### src/rtl/ram_dump_pkg.sv
// rtl/ram_dump_pkg.sv - shared types and constants for the trace-RAM dump engine
// Purpose: dump FSM state encoding and the fixed LAT->XMIT pipeline latency.
// Ports: none (package).
package ram_dump_pkg;

    typedef enum logic [2:0] {
        ST_IDLE,
        ST_RD,
        ST_LAT,
        ST_CORR,
        ST_XMIT,
        ST_WAIT
    } dump_state_t;

    // Cycles from entering LAT to the trmt strobe (LAT, CORR, XMIT).
    localparam int LAT_TO_XMIT = 3;

endpackage

### src/rtl/ram_dump_if.sv
// rtl/ram_dump_if.sv - byte transmit handshake between dump engine and UART
// Purpose: groups the trmt/tx_data/tx_done handshake.
// Signals: trmt (one-cycle strobe), tx_data (byte, held until next trmt),
//          tx_done (transmitter finished the current byte).
// Modports: master = dump engine, slave = transmitter.
interface ram_dump_if #(
    parameter int DATA_W = 8
) ();

    logic              trmt;
    logic [DATA_W-1:0] tx_data;
    logic              tx_done;

    modport master (
        output trmt,
        output tx_data,
        input  tx_done
    );

    modport slave (
        input  trmt,
        input  tx_data,
        output tx_done
    );

endinterface

### src/rtl/ram_dump_og_correct.sv
// rtl/ram_dump_og_correct.sv - combinational offset/gain correction of one sample
// Purpose: result = sat(sat(rdata + offset) * gain >> (DATA_W-1)).
// Ports: rdata  in  DATA_W  raw sample (unsigned)
//        offset in  DATA_W  signed two's complement offset
//        gain   in  DATA_W  unsigned 1.(DATA_W-1) fixed-point gain
//        result out DATA_W  corrected sample
module og_correct #(
    parameter int DATA_W = 8
) (
    input  logic [DATA_W-1:0] rdata,
    input  logic [DATA_W-1:0] offset,
    input  logic [DATA_W-1:0] gain,
    output logic [DATA_W-1:0] result
);

    localparam logic [DATA_W-1:0] MAX_VAL = '1;

    logic [DATA_W+1:0]   sum;
    logic [DATA_W-1:0]   sat_sum;
    logic [2*DATA_W-1:0] prod;
    logic [DATA_W:0]     shifted;

    always_comb begin
        // Two guard bits: bit DATA_W+1 is the sign, bit DATA_W is overflow.
        sum = {2'b00, rdata} + {{2{offset[DATA_W-1]}}, offset};
        if (sum[DATA_W+1]) begin
            sat_sum = '0;
        end else if (sum[DATA_W]) begin
            sat_sum = MAX_VAL;
        end else begin
            sat_sum = sum[DATA_W-1:0];
        end

        prod    = {{DATA_W{1'b0}}, sat_sum} * {{DATA_W{1'b0}}, gain};
        // Gain of 1.0 is 2**(DATA_W-1); one extra bit catches gains above 1.0.
        shifted = (DATA_W+1)'(prod >> (DATA_W - 1));
        result  = shifted[DATA_W] ? MAX_VAL : shifted[DATA_W-1:0];
    end

endmodule

### src/rtl/ram_dump_engine.sv
// rtl/ram_dump_engine.sv - trace-RAM dump engine feeding a byte transmitter
// Purpose: forwards capture-side RAM enable/address outside a dump; on request
//          reads one channel's circular trace oldest-first (from trace_end+1),
//          corrects each sample and sends it under the trmt/tx_done handshake.
// Build option: RAM_DUMP_CORR_EN defined builds the offset/gain correction;
//          undefined sends the raw sample with identical timing.
// Ports: clk, rst (async, active-high)
//        we, cap_en, cap_addr        capture side (capture has priority)
//        trace_end                   address of the newest captured sample
//        dump_req, dump_chan         dump start pulse and channel select
//        ch_rdata, og                RAM read data and per-channel {gain, offset}
//        en, addr                    RAM enable / address
//        dump_busy/done/err          status
//        tx                          transmit handshake (master)
module ram_dump_engine
    import ram_dump_pkg::*;
#(
    parameter int  NUM_CH = 3,
    parameter int  DATA_W = 8,
    parameter int  ADDR_W = 9,
    localparam int CH_W   = (NUM_CH > 1) ? $clog2(NUM_CH) : 1
) (
    input  logic                     clk,
    input  logic                     rst,
    input  logic                     we,
    input  logic                     cap_en,
    input  logic [ADDR_W-1:0]        cap_addr,
    input  logic [ADDR_W-1:0]        trace_end,
    input  logic                     dump_req,
    input  logic [CH_W-1:0]          dump_chan,
    input  logic [NUM_CH*DATA_W-1:0] ch_rdata,
    input  logic [NUM_CH*2*DATA_W-1:0] og,
    output logic                     en,
    output logic [ADDR_W-1:0]        addr,
    output logic                     dump_busy,
    output logic                     dump_done,
    output logic                     dump_err,
    ram_dump_if.master               tx
);

    dump_state_t       state_q, state_d;
    logic              en_q, en_d;
    logic [ADDR_W-1:0] addr_q, addr_d;
    logic [ADDR_W-1:0] cnt_q, cnt_d;
    logic [CH_W-1:0]   chan_q, chan_d;
    logic [DATA_W-1:0] gain_q, gain_d;
    logic [DATA_W-1:0] off_q, off_d;
    logic [DATA_W-1:0] rdata_q, rdata_d;
    logic [DATA_W-1:0] tx_data_q, tx_data_d;
    logic              trmt_q, trmt_d;
    logic              busy_q, busy_d;
    logic              done_q, done_d;
    logic              err_q, err_d;

    logic [DATA_W-1:0] sel_rdata;
    logic [DATA_W-1:0] req_gain;
    logic [DATA_W-1:0] req_off;
    logic [DATA_W-1:0] corr_data;
    logic              chan_ok;

    // Channel muxes: read data by the latched channel, {gain, offset} by the
    // requested channel so they can be latched on the start cycle.
    always_comb begin
        sel_rdata = '0;
        req_gain  = '0;
        req_off   = '0;
        for (int i = 0; i < NUM_CH; i++) begin
            if (chan_q == CH_W'(i)) begin
                sel_rdata = ch_rdata[i*DATA_W +: DATA_W];
            end
            if (dump_chan == CH_W'(i)) begin
                req_off  = og[i*2*DATA_W +: DATA_W];
                req_gain = og[i*2*DATA_W+DATA_W +: DATA_W];
            end
        end
    end

    assign chan_ok = ({1'b0, dump_chan} < (CH_W+1)'(NUM_CH));

`ifdef RAM_DUMP_CORR_EN
    og_correct #(
        .DATA_W (DATA_W)
    ) u_og_correct (
        .rdata  (rdata_q),
        .offset (off_q),
        .gain   (gain_q),
        .result (corr_data)
    );
`else
    assign corr_data = rdata_q;

    logic unused_og;
    assign unused_og = ^{og, gain_q, off_q};
`endif

    always_comb begin
        state_d   = state_q;
        en_d      = 1'b0;
        addr_d    = addr_q;
        cnt_d     = cnt_q;
        chan_d    = chan_q;
        gain_d    = gain_q;
        off_d     = off_q;
        rdata_d   = rdata_q;
        tx_data_d = tx_data_q;
        trmt_d    = 1'b0;
        done_d    = 1'b0;
        err_d     = 1'b0;

        case (state_q)
            ST_IDLE: begin
                en_d   = cap_en;
                addr_d = cap_addr;
                if (dump_req) begin
                    if (!chan_ok) begin
                        err_d = 1'b1;
                    end else if (!we) begin
                        state_d = ST_RD;
                        en_d    = 1'b1;
                        addr_d  = trace_end + ADDR_W'(1);
                        cnt_d   = '0;
                        chan_d  = dump_chan;
                        gain_d  = req_gain;
                        off_d   = req_off;
                    end
                end
            end
            ST_RD: begin
                state_d = ST_LAT;
            end
            ST_LAT: begin
                rdata_d = sel_rdata;
                state_d = ST_CORR;
            end
            ST_CORR: begin
                tx_data_d = corr_data;
                trmt_d    = 1'b1;
                state_d   = ST_XMIT;
            end
            ST_XMIT: begin
                state_d = ST_WAIT;
            end
            ST_WAIT: begin
                if (tx.tx_done) begin
                    if (cnt_q == '1) begin
                        state_d = ST_IDLE;
                        done_d  = 1'b1;
                    end else begin
                        state_d = ST_RD;
                        en_d    = 1'b1;
                        addr_d  = addr_q + ADDR_W'(1);
                        cnt_d   = cnt_q + ADDR_W'(1);
                    end
                end
            end
            default: begin
                state_d = ST_IDLE;
            end
        endcase

        // Capture takes the RAM back: abandon the dump, drop any strobe that
        // was about to be issued and keep the last transmitted byte.
        if (state_q != ST_IDLE && we) begin
            state_d   = ST_IDLE;
            en_d      = cap_en;
            addr_d    = cap_addr;
            tx_data_d = tx_data_q;
            trmt_d    = 1'b0;
            done_d    = 1'b0;
        end

        busy_d = (state_d != ST_IDLE);
    end

    always_ff @(posedge clk or posedge rst) begin
        if (rst) begin
            state_q   <= ST_IDLE;
            en_q      <= 1'b0;
            addr_q    <= '0;
            cnt_q     <= '0;
            chan_q    <= '0;
            gain_q    <= '0;
            off_q     <= '0;
            rdata_q   <= '0;
            tx_data_q <= '0;
            trmt_q    <= 1'b0;
            busy_q    <= 1'b0;
            done_q    <= 1'b0;
            err_q     <= 1'b0;
        end else begin
            state_q   <= state_d;
            en_q      <= en_d;
            addr_q    <= addr_d;
            cnt_q     <= cnt_d;
            chan_q    <= chan_d;
            gain_q    <= gain_d;
            off_q     <= off_d;
            rdata_q   <= rdata_d;
            tx_data_q <= tx_data_d;
            trmt_q    <= trmt_d;
            busy_q    <= busy_d;
            done_q    <= done_d;
            err_q     <= err_d;
        end
    end

    assign en         = en_q;
    assign addr       = addr_q;
    assign dump_busy  = busy_q;
    assign dump_done  = done_q;
    assign dump_err   = err_q;
    assign tx.trmt    = trmt_q;
    assign tx.tx_data = tx_data_q;

endmodule

### src/flat_wrapper.sv
// flat-port wrapper written by rule: the top's interface ports become plain ports
module ram_dump_engine_flat import ram_dump_pkg::*;
#(
    parameter int  NUM_CH = 3,
    parameter int  DATA_W = 8,
    parameter int  ADDR_W = 9,
    localparam int CH_W   = (NUM_CH > 1) ? $clog2(NUM_CH) : 1
)
  (clk, rst, we, cap_en, cap_addr, trace_end, dump_req, dump_chan, ch_rdata, og, en, addr, dump_busy, dump_done, dump_err, tx_trmt, tx_tx_data, tx_tx_done);
  ram_dump_if #(.DATA_W(DATA_W)) tx_i ();
  input  logic clk;
  input  logic rst;
  input  logic we;
  input  logic cap_en;
  input  logic [ADDR_W-1:0] cap_addr;
  input  logic [ADDR_W-1:0] trace_end;
  input  logic dump_req;
  input  logic [CH_W-1:0] dump_chan;
  input  logic [NUM_CH*DATA_W-1:0] ch_rdata;
  input  logic [NUM_CH*2*DATA_W-1:0] og;
  output logic en;
  output logic [ADDR_W-1:0] addr;
  output logic dump_busy;
  output logic dump_done;
  output logic dump_err;
  output wire logic [$bits(tx_i.trmt)-1:0] tx_trmt;
  output wire logic [$bits(tx_i.tx_data)-1:0] tx_tx_data;
  input wire logic [$bits(tx_i.tx_done)-1:0] tx_tx_done;
  assign tx_trmt = tx_i.trmt;
  assign tx_tx_data = tx_i.tx_data;
  assign tx_i.tx_done = tx_tx_done;
  ram_dump_engine #(.NUM_CH(NUM_CH), .DATA_W(DATA_W), .ADDR_W(ADDR_W)) u_core (.clk(clk), .rst(rst), .we(we), .cap_en(cap_en), .cap_addr(cap_addr), .trace_end(trace_end), .dump_req(dump_req), .dump_chan(dump_chan), .ch_rdata(ch_rdata), .og(og), .en(en), .addr(addr), .dump_busy(dump_busy), .dump_done(dump_done), .dump_err(dump_err), .tx(tx_i));
endmodule
### config.mk
export PLATFORM = sky130hd
export DESIGN_NAME = ram_dump_engine_flat
export DESIGN_NICKNAME = d
export VERILOG_FILES = /design/src/rtl/ram_dump_pkg.sv /design/src/rtl/ram_dump_if.sv /design/src/rtl/ram_dump_og_correct.sv /design/src/rtl/ram_dump_engine.sv /design/src/flat_wrapper.sv
export SDC_FILE = /design/constraint.sdc
export NUM_CORES = 1
export LEC_CHECK = 0
export CAP_MARGIN = 15
export CELL_PAD_IN_SITES_DETAIL_PLACEMENT = 0
export CELL_PAD_IN_SITES_GLOBAL_PLACEMENT = 1
export CORE_MARGIN = 2
export CORE_UTILIZATION = 30
export DETAILED_ROUTE_END_ITERATION = 8
export GPL_TIMING_DRIVEN = 0
export PLACE_DENSITY = 0.93
export SETUP_SLACK_MARGIN = 0.02
export SLEW_MARGIN = 20
export SYNTH_ARGS = -nofsm -noshare
export SYNTH_HDL_FRONTEND = slang
export SYNTH_HIERARCHICAL = 1
export SYNTH_SLANG_ARGS = --single-unit
export TNS_END_PERCENT = 50
### constraint.sdc
create_clock -name clk -period 2.7 [get_ports clk]
set_input_delay 0.81 -clock clk [delete_from_list [all_inputs] [get_ports clk]]
set_output_delay 0.81 -clock clk [all_outputs]
set_load 0.05 [all_outputs]
==> impl_metrics.yaml <==
global_route:
  track_usage_pct: 14.3
  overflow: 0
  grt_pass1_wl_mm: 10.2
  grt_max_degree: 37
  grt_pass1_vias: 2152
  antenna_found_initial: 0
yosys:
  yosys.area.top_type: "dfrtp_1"
  synthDistinctLibCells: 55
  ys_seq_area_share_pct: 43.6
  ys_seq_elements: 44
  netlist_instances: 254
  yosysWarnings: 6
  synth_top_area_share_pct: 43.6
  synth_area_leaders: "dfrtp_1 44%, xnor2_1 4.9%, a21oi_1 4.8%"
  synthFlopType: "dfrtp_1"
  ys_async_sr_fraction_pct: 100
  avgSynthCellArea_um2: 9.94
  postSynthNetCount: 356
  synthesis.area_um2: 2520
  synth-edff-count: 0
pwr:
  p_leak_nw: 1.43
  powerDensity_nw_per_um2: 942
  power_w: 0.00331
  vdd_drop_max_mv: 0.408
clocking:
  clock_sinks: 44
  cts_htree_levels: 2
  root_buffer: "clkbuf_8"
  clock_path_buffers: 2
  numCtsBuffers: 5
  cts_resized: 0
  worstSkewPairLatency_ns: 0.30
  cts_setup_buffers: 0
  hold_buffers: 0
  cts_tree: "built"
  clk_pin_slew_ns: 0.09
floorplanning:
  initial_utilization_pct: 30.9
  die_area_um2: 9170
  io_pins: 120
  die_h_um: 95.7
  rows: 33
  die_x_um: 95.7
  core_um2: 8180
cells_and_area:
  n_antenna_cell: 0
  fin_util_pct: 42.9
  nets: 435
  fin_area_um2: 3510
  area_delta_synth_final_pct: 38.9
  drive_gt1_share_pct: 12.0
timing:
  hold_ws_ns: 0.510
  fmax_ghz: 0.404
  worst_pin_slew_ns: 0.541
  slew_violations: 0
  setup_viol: 0
  setup_slack_ns: 0.226
  finalCriticalPeriod_ns: 2.47
  hold_viol_final: 0
  rsz0062_at_grt: "no"
  finalCritPeriodShare_pct: 91.6
  relSlewSlack_pct: 63.8
  clock_skew_ns: 0.00769
route:
  drtIter0Drc: 56
  ant_nets: 0
  routed_wl_mm: 6.35
  dr.pass1.iters: 4
  dr_total_vias: 2213
  routedWlPerCell_um: 14.5
  drc: 0
  drt-vias-per-instance: 5.04
placed_design:
  dpl.hpwl_mm: 5.00
  globalplace.congestion: 0.824
  post-place-ws_ns: -0.0798
  place_area_um2: 3390
  portBuffers: 71
worst_setup_path:
  required_ns: 2.89
  worst-path-max-fanout: 3
  critPathCaptureType: "flip-flop"
  reg2regPathDepth: 9
  critPathKind: "in -> reg"
  crit_arrival_ns: 2.66
  critical_path.startpoint_type: "primary input"
hold_path:
  hold_depth: 1
  hold_class: "reg -> reg"
run:
  max_cap_viol_count: 0
status:
  status: "finished clean"
## logic make-up after synthesis
logic type | after synthesis | synth area share (%)
AOI/OAI and AO/OA | 67 | 19.1
adders and majority gates | 4 | 1.98
buffers and inverters | 15 | 3.02
muxes | 16 | 6.74
xor gates and xnor gates | 18 | 6.24
DFF | 44 | 43.6
and+or+nand+nor | 90 | 19.3
## power by group
| part | internal, W | switching [W] | total, W | leakage [nW] |
|---|---|---|---|---|
| Combinational | 0.000678 | 0.00106 | 0.00173 | 0.817 |
| Sequential | 0.000879 | 0.000162 | 0.00104 | 0.549 |
| Clock | 0.000303 | 0.000228 | 0.000531 | 0.0614 |
| Total | 0.00186 | 0.00145 | 0.00331 | 1.43 |
## metrics by stage
stage	cells	setup TNS [ns]
global route	439	0
floorplan	254	0
global placement	430	-1.31
finish	439	0
detailed placement	431	-0.127
CTS	439	0
## layout make-up
| cell class | instances | area [um2] |
|---|---|---|
| buffer | 10 | 57.6 |
| clock inverter | 2 | 38.8 |
| multi-input combinational | 195 | 1350 |
| clock buffer | 6 | 82.6 |
| sequential | 44 | 1100 |
| fill | 773 | 4670 |
| tap | 105 | 131 |
| timing repair buffer | 72 | 731 |
| inverter | 5 | 18.8 |
## cells in the final DEF, fill, tap and decap left out, types with 8 or more instances in the layout
cell             instances
nand2_1                 18
mux2_2                   8
dfrtp_1                 44
o21ai_0                 10
nor2_1                  30
a21oi_1                 24
xnor2_1                 14
clkdlybuf4s50_1         71
nand3_1                 10
mux2i_1                  8
## flip-flops by register name (all words and copies together) (netlist names), 2 cells and up
register	cells
u_core/corr_data	8
u_core/cnt_q	9
u_core/chan_q	2
u_core/addr	9
u_core/tx.tx_data	8
u_core/state_q	3
## cells in the mapped netlist (2+ instances only)
cell type,instances
a2111oi_4,2
a21oi_1,24
a22o_1,2
a22oi_1,2
and3_1,4
buf_2,4
buf_4,2
clkbuf_1,3
dfrtp_1,44
ha_1,4
inv_1,5
mux2_2,8
mux2i_1,8
nand2_1,18
nand2b_1,2
nand3_1,10
nand3b_1,2
nand4_1,3
nor2_1,30
nor2_2,2
nor3_1,4
nor4_1,2
o211a_1,2
o21a_1,2
o21ai_0,10
o21ai_1,3
o22ai_1,7
or3_1,2
xnor2_1,14
xor2_1,4
## final timing paths
check	start	end	slack (ns)
max	trace_end[0]	u_core/addr[8]	0.23
min	u_core/tx.tx_data[1]	u_core/tx.tx_data[1]	0.51
max reg2reg	u_core/cnt_q[0]	u_core/addr[1]	0.48
min reg2reg	u_core/tx.tx_data[1]	u_core/tx.tx_data[1]	0.51
max in group asynchronous	rst	u_core/cnt_q[1]	1.51
min in group asynchronous	rst	u_core/dump_err	0.74
## worst max-delay path: stages
cell and delay [ns]:
clkdlybuf4s50_1 0.51, ha_1 0.22, nand2_1 0.10, or3_1 0.41, and3_4 0.20, a2111oi_4 0.30, o21ai_1 0.11
## per-layer routing
metal | track usage (%) | up-vias | part of all wire [%]
li1 | - | 1081 | -
met1 | 18.3 | 1071 | 44
met2 | 23.7 | 53 | 50
met3 | 2.98 | 8 | 4.0
met4 | 5.36 | 0 | 1.7
met5 | 0 | - | 0
Power figures use the tool's default switching activity.
